### src/rtl/fetch_pc_unit_pkg.sv
// Shared CPU definitions for the fetch stage: reset PC, next-PC source
// encoding, instruction field widths and the beq offset helper.
package fetch_pc_unit_pkg;

    localparam logic [31:0] RESET_PC_DEFAULT = 32'h0000_3000;
    localparam int          INSTR_W          = 32;
    localparam int          IMM16_W          = 16;
    localparam int          INDEX26_W        = 26;

    typedef enum logic [1:0] {
        NPC_SEQ = 2'd0,
        NPC_BR  = 2'd1,
        NPC_J   = 2'd2,
        NPC_JR  = 2'd3
    } npc_src_t;

    // Sign-extended, word-scaled beq displacement.
    function automatic logic signed [31:0] br_offset(input logic [IMM16_W-1:0] imm);
        return {{(32 - IMM16_W - 2){imm[IMM16_W-1]}}, imm, 2'b00};
    endfunction

endpackage

### src/rtl/fetch_pc_unit_if.sv
// Instruction-memory request/acknowledge bus between fetch and imem.
interface fetch_pc_unit_if
    import fetch_pc_unit_pkg::*;
#(
    parameter int ADDR_W = 32
);
    logic               imem_req;
    logic [ADDR_W-1:0]  imem_addr;
    logic               imem_ack;
    logic [INSTR_W-1:0] imem_rdata;

    modport master (
        output imem_req,
        output imem_addr,
        input  imem_ack,
        input  imem_rdata
    );

    modport slave (
        input  imem_req,
        input  imem_addr,
        output imem_ack,
        output imem_rdata
    );
endinterface

### src/rtl/fetch_pc_unit_npc_calc.sv
// Redirect target selection for the instruction held in ID (jr > j > beq).
module npc_calc
    import fetch_pc_unit_pkg::*;
(
    input  logic                 stall,
    input  logic                 br_en,
    input  logic                 j_op,
    input  logic                 j_en,
    input  logic                 jr_en,
    input  logic [IMM16_W-1:0]   br_imm,
    input  logic [INDEX26_W-1:0] j_index,
    input  logic [31:0]          jr_target,
    input  logic [31:0]          id_pc,
    output logic [31:0]          delay_slot_pc,
    output logic [31:0]          target,
    output logic                 redirect
);

    npc_src_t           src;
    logic signed [31:0] br_target_s;

    // Prioritised source select and target formation; beq wraps at 32 bits.
    always_comb begin
        delay_slot_pc = id_pc + 32'd4;
        br_target_s   = $signed(delay_slot_pc) + br_offset(br_imm);
        src           = NPC_SEQ;
        if (jr_en)
            src = NPC_JR;
        else if (j_en)
            src = NPC_J;
        else if (br_en && j_op)
            src = NPC_BR;

        unique case (src)
            NPC_JR:  target = jr_target;
            NPC_J:   target = {id_pc[31:28], j_index, 2'b00};
            NPC_BR:  target = $unsigned(br_target_s);
            default: target = delay_slot_pc;
        endcase

        redirect = ~stall && (src != NPC_SEQ);
    end

endmodule

### src/rtl/fetch_pc_unit.sv
// IF-stage PC and fetch controller: req/ack fetch into a one-entry IF/ID
// buffer, with single-delay-slot redirects from ID.
module fetch_pc_unit
    import fetch_pc_unit_pkg::*;
#(
    parameter logic [31:0] RESET_PC    = RESET_PC_DEFAULT,
    parameter int          IMEM_ADDR_W = 32
)(
    input  logic                 clk,
    input  logic                 reset,
    input  logic                 stall,
    input  logic                 br_en,
    input  logic                 j_op,
    input  logic [IMM16_W-1:0]   br_imm,
    input  logic                 j_en,
    input  logic [INDEX26_W-1:0] j_index,
    input  logic                 jr_en,
    input  logic [31:0]          jr_target,
    input  logic [31:0]          id_pc,
    fetch_pc_unit_if.master      imem,
    output logic                 if_valid,
    output logic [31:0]          if_pc,
    output logic [INSTR_W-1:0]   if_instr
);

    logic [31:0] pc;
    logic [31:0] pending_target;
    logic        pending_valid;
    logic        squash;

    logic [31:0] target;
    logic [31:0] delay_slot_pc;
    logic [31:0] seq_pc;
    logic [31:0] next_pc;
    logic        redirect;
    logic        in_delay_slot;
    logic        consume;
    logic        req;
    logic        ack_ok;
    logic        discard;
    logic        accept;

    npc_calc u_npc_calc (
        .stall         (stall),
        .br_en         (br_en),
        .j_op          (j_op),
        .j_en          (j_en),
        .jr_en         (jr_en),
        .br_imm        (br_imm),
        .j_index       (j_index),
        .jr_target     (jr_target),
        .id_pc         (id_pc),
        .delay_slot_pc (delay_slot_pc),
        .target        (target),
        .redirect      (redirect)
    );

    // Handshake qualification; a redirect while pc is past the delay slot
    // means the current fetch is wrong-path and its data must be dropped.
    always_comb begin
        consume       = if_valid & ~stall;
        req           = reset & ~(if_valid & stall);
        in_delay_slot = (pc == delay_slot_pc);
        ack_ok        = imem.imem_ack & req;
        discard       = squash | (redirect & ~in_delay_slot);
        accept        = ack_ok & ~discard;
        seq_pc        = pending_valid ? pending_target : pc + 32'd4;
        next_pc       = (redirect & in_delay_slot) ? target : seq_pc;
    end

    assign imem.imem_req  = req;
    assign imem.imem_addr = pc[IMEM_ADDR_W-1:0];

    // PC, IF/ID buffer and redirect bookkeeping; pc is held during a squash
    // so the outstanding address stays stable until its ack arrives.
    always_ff @(posedge clk or negedge reset) begin
        if (!reset) begin
            pc            <= RESET_PC;
            if_valid      <= 1'b0;
            if_pc         <= '0;
            if_instr      <= '0;
            pending_valid <= 1'b0;
            squash        <= 1'b0;
        end else if (accept) begin
            if_valid      <= 1'b1;
            if_pc         <= pc;
            if_instr      <= imem.imem_rdata;
            pc            <= next_pc;
            pending_valid <= 1'b0;
        end else begin
            if (consume)
                if_valid <= 1'b0;
            if (ack_ok) begin
                squash <= 1'b0;
                pc     <= (redirect & ~in_delay_slot) ? target : pending_target;
            end else if (redirect) begin
                if (in_delay_slot)
                    pending_valid <= 1'b1;
                else
                    squash <= 1'b1;
            end
        end
    end

    // Deferred redirect target, captured whenever a redirect cannot act now.
    always_ff @(posedge clk) begin
        if (redirect && !ack_ok)
            pending_target <= target;
    end

endmodule

### src/flat_wrapper.sv
// flat-port wrapper written by rule: the top's interface ports become plain ports
module fetch_pc_unit_flat import fetch_pc_unit_pkg::*;
#(
    parameter logic [31:0] RESET_PC    = RESET_PC_DEFAULT,
    parameter int          IMEM_ADDR_W = 32
)
  (clk, reset, stall, br_en, j_op, br_imm, j_en, j_index, jr_en, jr_target, id_pc, if_valid, if_pc, if_instr, imem_imem_req, imem_imem_addr, imem_imem_ack, imem_imem_rdata);
  fetch_pc_unit_if #(.ADDR_W(32)) imem_i ();
  input  logic clk;
  input  logic reset;
  input  logic stall;
  input  logic br_en;
  input  logic j_op;
  input  logic [IMM16_W-1:0] br_imm;
  input  logic j_en;
  input  logic [INDEX26_W-1:0] j_index;
  input  logic jr_en;
  input  logic [31:0] jr_target;
  input  logic [31:0] id_pc;
  output logic if_valid;
  output logic [31:0] if_pc;
  output logic [INSTR_W-1:0] if_instr;
  output wire logic [$bits(imem_i.imem_req)-1:0] imem_imem_req;
  output wire logic [$bits(imem_i.imem_addr)-1:0] imem_imem_addr;
  input wire logic [$bits(imem_i.imem_ack)-1:0] imem_imem_ack;
  input wire logic [$bits(imem_i.imem_rdata)-1:0] imem_imem_rdata;
  assign imem_imem_req = imem_i.imem_req;
  assign imem_imem_addr = imem_i.imem_addr;
  assign imem_i.imem_ack = imem_imem_ack;
  assign imem_i.imem_rdata = imem_imem_rdata;
  fetch_pc_unit #(.RESET_PC(RESET_PC), .IMEM_ADDR_W(IMEM_ADDR_W)) u_core (.clk(clk), .reset(reset), .stall(stall), .br_en(br_en), .j_op(j_op), .br_imm(br_imm), .j_en(j_en), .j_index(j_index), .jr_en(jr_en), .jr_target(jr_target), .id_pc(id_pc), .imem(imem_i), .if_valid(if_valid), .if_pc(if_pc), .if_instr(if_instr));
endmodule
### config.mk
export PLATFORM = sky130hd
export DESIGN_NAME = fetch_pc_unit_flat
export DESIGN_NICKNAME = d
export VERILOG_FILES = /design/src/rtl/fetch_pc_unit_pkg.sv /design/src/rtl/fetch_pc_unit_if.sv /design/src/rtl/fetch_pc_unit_npc_calc.sv /design/src/rtl/fetch_pc_unit.sv /design/src/flat_wrapper.sv
export SDC_FILE = /design/constraint.sdc
export NUM_CORES = 1
export LEC_CHECK = 0
export BUFFER_PORTS_ARGS = -buffer_cell sky130_fd_sc_hd__buf_4
export CORE_ASPECT_RATIO = 1.25
export CORE_UTILIZATION = 50
export DETAILED_ROUTE_END_ITERATION = 7
export GPL_TIMING_DRIVEN = 0
export PLACE_DENSITY = 0.78
export SYNTH_ARGS = -nofsm -noshare
export SYNTH_HDL_FRONTEND = slang
export SYNTH_SLANG_ARGS = --single-unit
### constraint.sdc
create_clock -name clk -period 3.25 [get_ports clk]
set_input_delay 0.1625 -clock clk [delete_from_list [all_inputs] [get_ports clk]]
set_output_delay 0.1625 -clock clk [all_outputs]
set_load 0.005 [all_outputs]
# Word level (Yosys, flattened, before mapping)

Index checks and enable logic that the tools add are counted.

Register bits after elaboration: 131
Output and inout port bits: 98

$add $sub $neg: 3
Equal/unequal tests: 6
Muxes and demuxes: 18
Bitwise logic cells: 13
Reduce and logical (&&, ||, !) cells: 12

Operators with widths:

| operator                                                        | count |
|---|---|
| 32-bit two-way mux                                              | 5 |
| 32-bit one-hot mux with 3 select lines                          | 1 |
| 32-bit by 3-bit adder with 32-bit output, second input constant | 2 |
| 32-bit by 18-bit adder with 32-bit output                       | 1 |
| 32-bit == test                                                  | 1 |
| 2-bit nonzero test                                              | 6 |
| 1-bit two-way mux                                               | 10 |
| 1-bit bitwise AND                                               | 7 |
| 3-bit AND reduction                                             | 2 |
| 1-bit inverter                                                  | 5 |
| 2-bit == test, second input constant                            | 2 |
| 2-bit two-way mux                                               | 2 |
| 2-bit != test, second input constant                            | 2 |
| 1-bit logical AND                                               | 3 |
| 2-bit by 1-bit == test with 1-bit output, second input constant | 1 |
| 1-bit zero test                                                 | 1 |
| 1-bit OR                                                        | 1 |

# Longest topological paths before layout

Depth after elaboration: 12
Depth in mapped cells: 18
Gate-level depth less buffers: 17

# Hierarchy

A second synthesis with hierarchy kept.

Cell total of the unflattened synthesis: 1042
Area, all modules: 9758.1 µm²

By module, submodules not included:

| module        | instances | cells each | area each (µm²) | seq. area each (µm²) |
|---|---|---|---|---|
| fetch_pc_unit | 1         | 613        | 6900.4          | 3440.8 |
| npc_calc      | 1         | 429        | 2857.7          | 0.0 |

# Worst setup path after synthesis

Ideal clock, no wire load.

Path type: input-to-reg
Start: input id_pc[2]
End: register u_core.pc[25], in the netlist u_core.imem.imem_addr[25]
Setup time: 0.083 ns
Arrival time: 3.680 ns
Required time: 3.167 ns
Setup slack: -0.513 ns
Stages on the path: 15
Path buffers: 1
Path through: ha_1 > nand4_1 > nor4_2 > xor2_1 > ha_1 > clkbuf_1 > a21o_1 > a21oi_1 > a21boi_0 > a211oi_1 > mux2_2 > o221a_2 > o21ai_0 > a21oi_1 > o21ai_0

Cells in the longest elaborated chain, start to end: 8
Elaborated cells on any way between the ends: 15
Classes of those cells: 2 x add/sub; 1 x eq/ne; 5 x mux; 6 x bitwise; 1 x reduce/logical

Ends and longest elaborated chain:

| element                                                                           | line                         | source |
|---|---|---|
| start, declared                                                                   | flat_wrapper.sv:19           | `input logic [31:0] id_pc;` |
| 32-bit by 3-bit adder with 32-bit output (*)                                      | fetch_pc_unit_npc_calc.sv:24 | `delay_slot_pc = id_pc + 32'd4;` |
| branches (longest 7 deep; another with 32-bit by 18-bit adder with 32-bit output) | n/a                          |  |
| end signal, assigned                                                              | fetch_pc_unit.sv:88          | `pc <= next_pc;` |
| end signal, assigned                                                              | fetch_pc_unit.sv:95          | `pc <= (redirect & ~in_delay_slot) ? target : pending_target;` |
| end, declared                                                                     | fetch_pc_unit.sv:26          | `logic [31:0] pc;` |

Every way passes the cells marked *. The select of a mux whose other input is x is not followed.
A chain may end at the register's enable or synchronous reset.

# Worst setup path in the final report

Start: input id_pc[5]
End: register u_core.pc[25], in the netlist u_core.imem.imem_addr[25]

Same word-level chain as after synthesis.

==> flow_summary.ini <==
[timing]
min_period_over_period_pct = 109.9
slew_headroom_pct = 32.08
whs_ns = -0.1899
slew_violations = 0
period_needed_ns = 3.572
hold_viol = 97
tightest_slew_ns = 1.013
rsz0062_at_grt = yes
setup_viol = 81
fmax_mhz = 279.9
fin_setup_tns_ns = -7.323
finalClockSkew_ns = 0.01387
fin_ws_ns = -0.3221

[route]
routed.top_layer = met4
wl_met1_um = 17810
wl_met2_um = 23830
drtIter0Drc = 1802
viasPerCell = 6.873
dr_wl_met3_um = 5989
wirelength_um = 51500
ant_nets = 0
drcViolationCount = 20
wire_per_inst_um = 27.53
drt_pass1_iterations = 8
vias = 12860

[critical_path]
path_max_fanout = 7
cp-end-kind = flop
cp_data_arrival_time_ns = 3.93
rr_startpoint = u_core.imem.imem_addr[12]$_DFFE_PN1P_
path_class = primary input to flop
critPathLaunchType = primary input
cp_top_family = compound AO/OA/AOI/OAI gates
startpoint = id_pc[5]
cp_slowest_stage_delay_ns = 0.44
critPathBufInv = 2
cpMostUsedCell = a21oi_2
slowest_stage = mux2i_1
cp_cell_sequence = buf_6 -> nand4_4 -> buf_6 -> nor4_4 -> xor2_2 -> ha_4 -> a21oi_2 -> o211ai_1 -> a21oi_2 -> o21ai_4 -> a211oi_4 -> mux2_2 -> o221a_2 -> mux2i_1 -> a21oi_2 -> o21ai_2
critPathRequiredTime_ns = 3.61

[yosys]
syn_avg_cell_area_um2 = 8.774
synthFlopType = dfrtp_1
synth_seq_cells = 131
synth.area.top_cells = dfrtp_1 (23%), edfxtp_1 (9.1%), xnor2_1 (5.3%)
syn_area_um2 = 10620
synth_edf_count = 32
synth_cell_types = 84
synthCells = 1210
yosysSeqAreaShare_pct = 32.41
syn_nets = 1390
synth_top_cell_by_area = dfrtp_1
netlist.area_leader.share_pct = 22.86
yosys_warnings = 0
async_reset_ff_share_pct = 75.57

[clocking]
htree_levels = 4
clock_path_buffers = 2
clk_pin_slew_ns = 0.07
root_buffer = clkbuf_16
ctsHoldBuffers = 32
clk_latency_ns = 0.44
cts_buffers = 17
clock_sinks = 131
cts_tree = yes

[power]
peakVddDrop_uv = 439.3
p_leak_uw = 0.006821
total_power_uw = 8225
p_per_area_nw_per_um2 = 515.7

[floorplan]
dieArea_um2 = 21820
dieHeight_um = 164.9
die_w_um = 132.3
coreArea_um2 = 20820
initial_utilization_pct = 51.00
io_pins = 244
std_cell_rows = 59

[run]
cap_violations = 0

[finish]
fillers = 1372
layout-drive-gt1-share_pct = 38.26
nets = 1764
n_antenna_cell = 0
syn2layout_area_growth_pct = 50.24

[placement]
portBuffers = 234
gp_congestion = 0.9924
hpwl_um = 32090

[min_path]
hp-class = primary input to asynchronous set/reset pin

[global_route]
grt_pass1_vias = 11700
grt-ovfl-total = 0
antenna_found_initial = 0
grt_pass1_wl_um = 68970
grt_usage_pct = 42.19
grt_max_degree = 102

[status]
violations = design-rule violations, negative hold slack, negative setup slack
outcome = finished, violations left
==> cell usage after synthesis, types with 14 or more instances <==
cell	n
a21o_1	22
a21oi_1	87
a31oi_1	14
and3_1	16
and4_1	18
clkbuf_1	64
dfrtp_1	97
edfxtp_1	32
ha_1	33
inv_1	35
mux2_1	38
mux2_2	29
mux2i_1	15
nand2_1	99
nand3_1	51
nand4_1	23
nor2_1	101
nor3_1	27
o211ai_1	17
o21ai_0	54
xnor2_1	64
xor2_1	36
==> flip-flops by register name, indices dropped and copies added (netlist names) <==
signal                 cells
u_core.pending_valid       1
u_core.squash              1
u_core.pending_target     32
u_core.if_valid            1
u_core.imem.imem_addr     32
u_core.if_instr           32
u_core.if_pc              32
==> cell families after synthesis <==
| logic type | Yosys count | share of synthesized area (%) |
|---|---|---|
| compound gates | 333 | 21.21 |
| xor+xnor | 103 | 8.886 |
| fa+ha+maj | 34 | 4.078 |
| buf+inv | 121 | 5.056 |
| flops | 131 | 32.41 |
| mux | 82 | 8.521 |
| simple gates | 406 | 19.84 |
==> final timing paths <==
check,to,slack [ns],cells past startpoint
max,u_core.imem.imem_addr[25]$_DFFE_PN0P_,-0.32,16
min,u_core.if_pc[4]$_DFFE_PN0N_,-0.19,1
max reg2reg,u_core.imem.imem_addr[31]$_DFFE_PN0P_,-0.13,9
min reg2reg,u_core.if_instr[1]$_DFFE_PN0N_,0.52,1
max in group asynchronous,u_core.imem.imem_addr[2]$_DFFE_PN0P_,2.76,1
min in group clk,u_core.if_valid$_DFFE_PN0P_,0.06,3
==> cell type report <==
type                            instances  area [um2]  share of cell area, %
Buffer                                 73       515.5                  3.232
Clock buffer                           19       454.2                  2.848
Clock inverter                         13       158.9                 0.9962
Inverter                               36       136.4                 0.8550
Multi-Input combinational cell        958        7794                  48.86
Sequential cell                       131        3450                  21.63
Tap cell                              274       342.8                  2.149
Timing Repair Buffer                  367        3099                  19.43
==> layout by cell type (no fill, tap or decap), drive strengths merged, types with 33 or more instances in the layout <==
cell	netlist	final
a21oi	88	88
buf	21	351
clkbuf	64	76
dfrtp	97	97
ha	33	33
inv	35	44
mux2	67	67
nand2	99	99
nand3	51	51
nor2	102	102
o21ai	59	59
xnor2	64	64
xor2	36	36
==> timing repair <==
| action | 4_1_cts | 5_1_grt |
|---|---|---|
| resized for setup | 161 | 129 |
| setup endpoints to repair | 115 | 107 |
| hold endpoints to repair | 32 | 97 |
| cloned | 1 | 7 |
| buffers inserted | 40 | 52 |
| pin swaps | 32 | 73 |
==> routing by layer <==
| layer | vias to the layer above | global-route usage (%) |
|---|---|---|
| li1 | 5263 | - |
| met1 | 6103 | 50.18 |
| met2 | 1155 | 72.18 |
| met3 | 339 | 7.182 |
| met4 | 0 | 24.40 |
| met5 | - | 0 |
==> where the power goes <==
part	internal (uW)	switching [uW]
combinational	1810	1750
clock	1200	879
sequential	2130	456
total	5140	3080
==> stage by stage <==
stage                     instance area (um2)  setup WS (ns)  utilization [%]  instances
after global routing                    15950        -0.4327            76.62       1871
after floorplan                         10790        -0.1184                -       1210
after detailed placement                12930         -1.129            62.09       1719
final                                   15950        -0.3221            76.62       1871
after global placement                  12890         -1.365            61.90       1718
after CTS                               14870        -0.1092            71.45       1820
==> worst reg2reg max path, stage by stage, from the launching register on <==
cell and delay [ns]:
dfstp_2 0.55, clkbuf_1 0.40, and4_1 0.35, nand3_1 0.23
nor4_1 0.69, nand3_1 0.23, nor2b_1 0.19, o21ai_0 0.18
o41ai_1 0.10, a311o_1 0.33
No activity file was read; power rests on OpenSTA's default activity.
